--- src/rtl/mem_bus_sched.sv ---
// mem_bus_sched: arbitrates icache/dcache burst requests onto one memory port with starvation guard
module mem_bus_sched #(
  parameter int ADDR_W     = 64,
  parameter int DATA_W     = 64,
  parameter int BEATS      = 8,
  parameter int STARVE_MAX = 4
) (
  input  logic              clk,
  input  logic              reset,
  input  logic              ic_req,
  input  logic [ADDR_W-1:0] ic_addr,
  output logic [DATA_W-1:0] ic_rdata,
  output logic              ic_rvalid,
  output logic              ic_done,
  input  logic              dc_req,
  input  logic              dc_we,
  input  logic [ADDR_W-1:0] dc_addr,
  input  logic [DATA_W-1:0] dc_wdata,
  output logic              dc_wready,
  output logic [DATA_W-1:0] dc_rdata,
  output logic              dc_rvalid,
  output logic              dc_done,
  output logic              mem_req,
  output logic              mem_we,
  output logic [ADDR_W-1:0] mem_addr,
  input  logic              mem_ack,
  input  logic              mem_beat,
  input  logic [DATA_W-1:0] mem_rdata,
  output logic [DATA_W-1:0] mem_wdata
);
  localparam int OFF = $clog2(BEATS * DATA_W / 8);
  localparam int BW  = $clog2(BEATS);
  localparam int SW  = $clog2(STARVE_MAX + 1);
  typedef enum logic [1:0] {IDLE, REQ, XFER, DONE} state_t;
  state_t state, state_nx;
  logic owner_dc, we_q, grant, grant_dc, beat, last_beat, rd_beat;
  logic [ADDR_W-1:0] addr_q;
  logic [BW-1:0] beat_cnt;
  logic [SW-1:0] starve_cnt;
  always_comb begin
    grant     = state == IDLE && (ic_req || dc_req);
    grant_dc  = dc_req && !(ic_req && starve_cnt == SW'(STARVE_MAX));
    beat      = state == XFER && mem_beat;
    last_beat = beat && beat_cnt == BW'(BEATS - 1);
    rd_beat   = beat && !we_q;
    state_nx  = state == IDLE ? (grant ? REQ : IDLE) :
                state == REQ  ? (mem_ack ? XFER : REQ) :
                state == XFER ? (last_beat ? DONE : XFER) : IDLE;
  end
  always_ff @(posedge clk) begin
    if (reset) begin
      state      <= IDLE;
      owner_dc   <= 1'b0;
      we_q       <= 1'b0;
      addr_q     <= '0;
      beat_cnt   <= '0;
      starve_cnt <= '0;
      ic_rdata   <= '0;
      dc_rdata   <= '0;
      ic_rvalid  <= 1'b0;
      dc_rvalid  <= 1'b0;
    end else begin
      state <= state_nx;
      if (grant) begin
        owner_dc   <= grant_dc;
        addr_q     <= grant_dc ? dc_addr : ic_addr;
        we_q       <= grant_dc && dc_we;
        starve_cnt <= !grant_dc ? '0 :
                      (ic_req && starve_cnt != SW'(STARVE_MAX)) ? starve_cnt + 1'b1 : starve_cnt;
      end
      beat_cnt  <= (state == REQ && mem_ack) ? '0 : beat ? beat_cnt + 1'b1 : beat_cnt;
      ic_rvalid <= rd_beat && !owner_dc;
      dc_rvalid <= rd_beat && owner_dc;
      ic_rdata  <= (rd_beat && !owner_dc) ? mem_rdata : ic_rdata;
      dc_rdata  <= (rd_beat && owner_dc) ? mem_rdata : dc_rdata;
    end
  end
  assign mem_req   = state == REQ;
  assign mem_we    = we_q;
  assign mem_addr  = {addr_q[ADDR_W-1:OFF], {OFF{1'b0}}};
  assign mem_wdata = dc_wdata;
  assign dc_wready = beat && we_q;
  assign ic_done   = state == DONE && !owner_dc;
  assign dc_done   = state == DONE && owner_dc;
endmodule
--- config.mk ---
export PLATFORM = sky130hd
export DESIGN_NAME = mem_bus_sched
export DESIGN_NICKNAME = d
export VERILOG_FILES = /design/src/rtl/mem_bus_sched.sv
export SDC_FILE = /design/constraint.sdc
export NUM_CORES = 1
export LEC_CHECK = 0
export ABC_AREA = 1
export ABC_CLOCK_PERIOD_IN_PS = 2000
export BUFFER_PORTS_ARGS = -buffer_cell sky130_fd_sc_hd__buf_2
export CORE_AREA = 5 5 199 201
export DETAILED_ROUTE_END_ITERATION = 10
export DIE_AREA = 0 0 204 206
export SKIP_LAST_GASP = 1
export SYNTH_ARGS = -nofsm -noshare
export SYNTH_HDL_FRONTEND = slang
export SYNTH_SLANG_ARGS = --single-unit
--- constraint.sdc ---
create_clock -name clk -period 2 [get_ports clk]
set_clock_uncertainty 0.1 [all_clocks]
set_input_delay 0 -clock clk [delete_from_list [all_inputs] [get_ports clk]]
set_output_delay 0 -clock clk [all_outputs]
set_load 0.02 [all_outputs]
Word level (Yosys, flattened, before mapping)
Cells that the tools add are included.

storage, ports and cells
  logic and storage cells = 49
  bits of input ports = 263
  register bits = 204

operators by class
  mux-type cells = 9
  reductions and logical operators = 21
  eq/ne operators = 7
  add/sub/neg operators = 2

operators by type and width
  cell                                                    count
  two-way mux 64 bit                                      1
  logical AND 1 bit                                       14
  two-way mux 2 bit                                       4
  adder 3 x 1 -> 3 bit (second input constant)            2
  equality test 3 bit (second input constant)             2
  two-way mux 3 bit                                       2
  equality test 2 bit (second input constant)             2
  zero test 1 bit                                         3
  inequality test 3 bit (second input constant)           1
  equality test 2 x 1 -> 1 bit (second input constant)    1
  zero test 2 bit                                         1
  two-way mux 1 bit                                       2
  inequality test 2 x 1 -> 1 bit (second input constant)  1
  AND reduction 2 bit                                     1
  OR reduction 2 bit                                      1
  logical OR 1 bit                                        1

Longest topological paths before layout
  depth after elaboration = 7
  mapped depth = 10
  gate-level depth less buffers = 8

Worst setup path before layout
OpenSTA, ideal clock, no wires.

  path type = register -> register
  start point = register starve_cnt[0]
  end point = register addr_q[53]
  data required time = 1.791 ns
  setup slack = 0.469 ns
  buffers on the path = 2
  stages on the path, launching flop included = 11
  arrival time = 1.322 ns
  cells stage by stage = dfxtp_1 > inv_1 > ha_1 > nand3_1 > nand2_1 > buf_4 > buf_2 > nand2_1 > nand3_1 > nand2_1 > inv_1

on the way
  cells in the longest elaborated chain, start to end = 5

RTL lines
  what                      line  RTL
  start: declaration        39    logic [SW-1:0] starve_cnt;
  start signal: assignment  68    starve_cnt <= !grant_dc ? '0 :
  equality test 3 bit       42    grant_dc = dc_req && !(ic_req && starve_cnt == SW'(STARVE_MAX));
  logical AND 1 bit         42
  zero test 1 bit           42
  logical AND 1 bit         42
  two-way mux 64 bit        66    addr_q <= grant_dc ? dc_addr : ic_addr;
  end signal: assignment    66
  end: declaration          37    logic [ADDR_W-1:0] addr_q;

Every way passes these cells.
A chain may end at the register's enable or synchronous reset.

Worst setup path after layout
  start point = register starve_cnt[0]
  end point = register starve_cnt[2]

on the way
  cells in the longest elaborated chain, start to end = 6
  elaborated cells between the ends (all ways) = 11
  those cells by class = add/sub (1); eq/ne (3); mux (2); reduce/logical (5)

RTL lines
  what                                             line
  equality test 3 bit                              42
  logical AND 1 bit                                42
  zero test 1 bit                                  42
  logical AND 1 bit                                42
  inequality test 2 x 1 -> 1 bit (no source line)  -
  AND reduction 2 bit (no source line)             -

Parallel ways exist; a longest one is shown, timed or not. The select of a mux whose other input is x is not followed.

==> flow_summary.yaml <==
sta:
  drv_slew: 0
  slew_headroom: 0.556
  hold_viol: 0
  fin_crit_sh: 0.926
  finalSetupTns_ps: 0
  rsz0062_at_grt: "false"
  worst_pin_slew_ps: 666
  period_minus_slack_ps: 1850
  setup_viol: 0
  max_freq_mhz: 540
pwr:
  p_int_w: 0.00696
  p_per_area_nw_per_um2: 657
  power_frac_seq: 0.424
  clkPwrFrac: 0.339
  power_w: 0.0101
  p_sw_frac: 0.311
  pwr-share-comb: 0.238
  p_leak_nw: 8.45
  netSwitchingPower_w: 0.00315
  ir_worst_vdd_v: 0.000584
min_path:
  min_from: "ic_addr[20]"
  hp-class: "primary input to register"
floorplanning:
  num_rows: 71
  core_sq_um: 37400
  start_util: 0.277
  die_w_microns: 204
  die_y_microns: 206
  die-area_sq_um: 42000
  io_pins: 526
synthesis:
  synth.distinct_cells: 23
  syn_area_sq_um: 10400
  yosys_warnings: 0
  syn_inst: 1672
  synth_area_leaders: "dfxtp_1, inv_1, nand2_1, nand3_1, buf_4"
  synth_top_area_cell: "dfxtp_1"
  syn-mean-instance-area_sq_um: 6.19
  ys_seq_elements: 198
  ys_seq_area_frac: 0.383
  synth_top_area_frac: 0.383
detailed_routing:
  vias: 11446
  antenna_left: 0
  drtIter0Drc: 625
  vias_per_cell: 4.22
  drc_errors: 0
  wl_met3_mm: 3.65
  routedWlPerCell_microns: 14.3
  totalWireLength_mm: 38.8
  met1_length_mm: 15.0
  firstDrtPassIters: 6
  route.met2.wl_mm: 18.7
  routed.top_layer: "met4"
placement:
  dp_hpwl_mm: 23.8
  dp_cells: 2429
  place.gp.congestion: 0.805
  port_buffers: 379
layout:
  synthToLayoutAreaGrowth_pct: 48.6
  nNetsFinal: 2456
  stdcell_count: 2712
  layout-drive-gt1-share: 0.204
clock_network:
  clock_sinks: 198
  clock_path_buffers: 2
  cts_buffers: 17
  ctsRootBufferMaster: "clkbuf_16"
  htree_levels: 4
  clkLatencyLatePin_ps: 440
  clk_pin_slew_ps: 70
  cts_tree: "done"
global_routing:
  grt_util_all_layers: 0.177
  grt_pass1_wl_mm: 59.9
  grt_max_degree: 66
  grt_pass1_vias: 11332
  grt_overflow: 0
  antenna_found_initial: 0
setup_path:
  startpoint: "starve_cnt[0]"
  worstPathRequired_ps: 2220
  end_kind: "register"
  crit_arrival_ps: 2070
  critical_path_class: "register to register"
  worstPathMaxFanout: 3
  cp-start-kind: "register"
  r2r_start: "starve_cnt[0]"
run_status:
  status: "completed"
run:
  maxCapViolations: 0
==> metal layers <==
| layer | global-route usage | up-vias |
|---|---|---|
| met5 | 0 | - |
| met4 | 0.0835 | 0 |
| met3 | 0.0543 | 89 |
| met2 | 0.300 | 549 |
| met1 | 0.204 | 5013 |
| li1 | - | 5795 |
==> area by class of cell <==
class | count | area (sq um)
timing repair buffer | 657 | 4790
tap | 511 | 639
clock buffer | 21 | 470
multi-input combinational | 863 | 3720
clock inverter | 9 | 96.3
sequential | 198 | 3970
inverter | 452 | 1700
antenna | 1 | 2.50
fill | 3796 | 22000
==> layout by cell type, fill, tap and decap left out, drive strengths merged <==
cell	Yosys	final
nand2	387	387
o21ai	2	2
diode	0	1
conb	1	6
buf	142	405
nand4	3	3
o21bai	1	1
xor2	1	1
ha	4	4
or2	1	1
nor2	142	142
dlygate4sd3	0	252
nand3	251	251
dfxtp	198	198
clkbuf	22	21
a21oi	63	63
clkinv	1	4
inv	451	454
clkinvlp	0	2
nor3	2	2
bufinv	0	1
==> final timing paths <==
check | slack, ps | endpoint | depth (start not counted)
worst max-delay path | 150 | starve_cnt[2] | 8
worst min-delay path | 280 | addr_q[20] | 6
worst max register to register | 150 | starve_cnt[2] | 8
worst min register to register | 370 | beat_cnt[2] | 2
==> sequential cells by signal, summed over array words and instances, names as in the netlist <==
name / flops
dc_rvalid: 1
ic_rdata: 64
starve_cnt: 3
beat_cnt: 3
addr_q: 58
state: 2
dc_rdata: 64
ic_rvalid: 1
mem_we: 1
owner_dc: 1
==> worst max-delay path: stages (launching register included) <==
cell           delay (ps)
dfxtp_1               310
inv_1                  80
ha_1                  160
nand3_2               110
nand2_2                80
inv_1                  50
o21ai_1               200
nor2_1                 70
dlygate4sd3_1         560
==> repair_timing <==
action                     in CTS  in global routing
hold buffers                  252                  0
setup endpoints to repair       0                  1
buffers inserted                0                  0
hold endpoints to repair      262                  0
resized for setup               0                  2
==> power by group through the flow <==
stage	clock network (W)	logic [W]	registers, W
finish	0.00342	0.00240	0.00428
global route	0.00372	0.00263	0.00431
CTS	0.00358	0.00237	0.00428
detailed placement	0	0.00187	0.00437
global placement	0	0.00187	0.00436
floorplan	0	0.00109	0.00461
==> per-stage QoR <==
stage / area [sq um] / setup WS, ps / util / hold slack (ps)
2_1_floorplan: 10400 / 469 / - / 12.6
3_3_place_gp: 12300 / 275 / 0.329 / -99.9
3_5_place_dp: 12300 / 264 / 0.329 / -99.9
4_1_cts: 15400 / 41.3 / 0.411 / 219
5_1_grt: 15400 / 8.10 / 0.411 / 274
6_report: 15400 / 149 / 0.411 / 279
==> Yosys cell counts (all sizes together) <==
cell / number
inv: 451
nand2: 387
nand3: 251
dfxtp: 198
buf: 142
nor2: 142
a21oi: 63
clkbuf: 22
ha: 4
nand4: 3
nor3: 2
o21ai: 2
clkinv: 1
conb: 1
o21bai: 1
or2: 1
xor2: 1
==> kinds of logic (layout without fill, tap and decap cells) <==
group | after synthesis | count (layout) | synth area share
other cells | 1 | 7 | 0.000362
fa+ha+maj | 4 | 4 | 0.00483
buf+inv | 616 | 1139 | 0.261
simple gates | 786 | 786 | 0.318
flops | 198 | 198 | 0.383
compound gates | 66 | 66 | 0.0321
xor+xnor | 1 | 1 | 0.000846
Power figures use the tool's default switching activity.
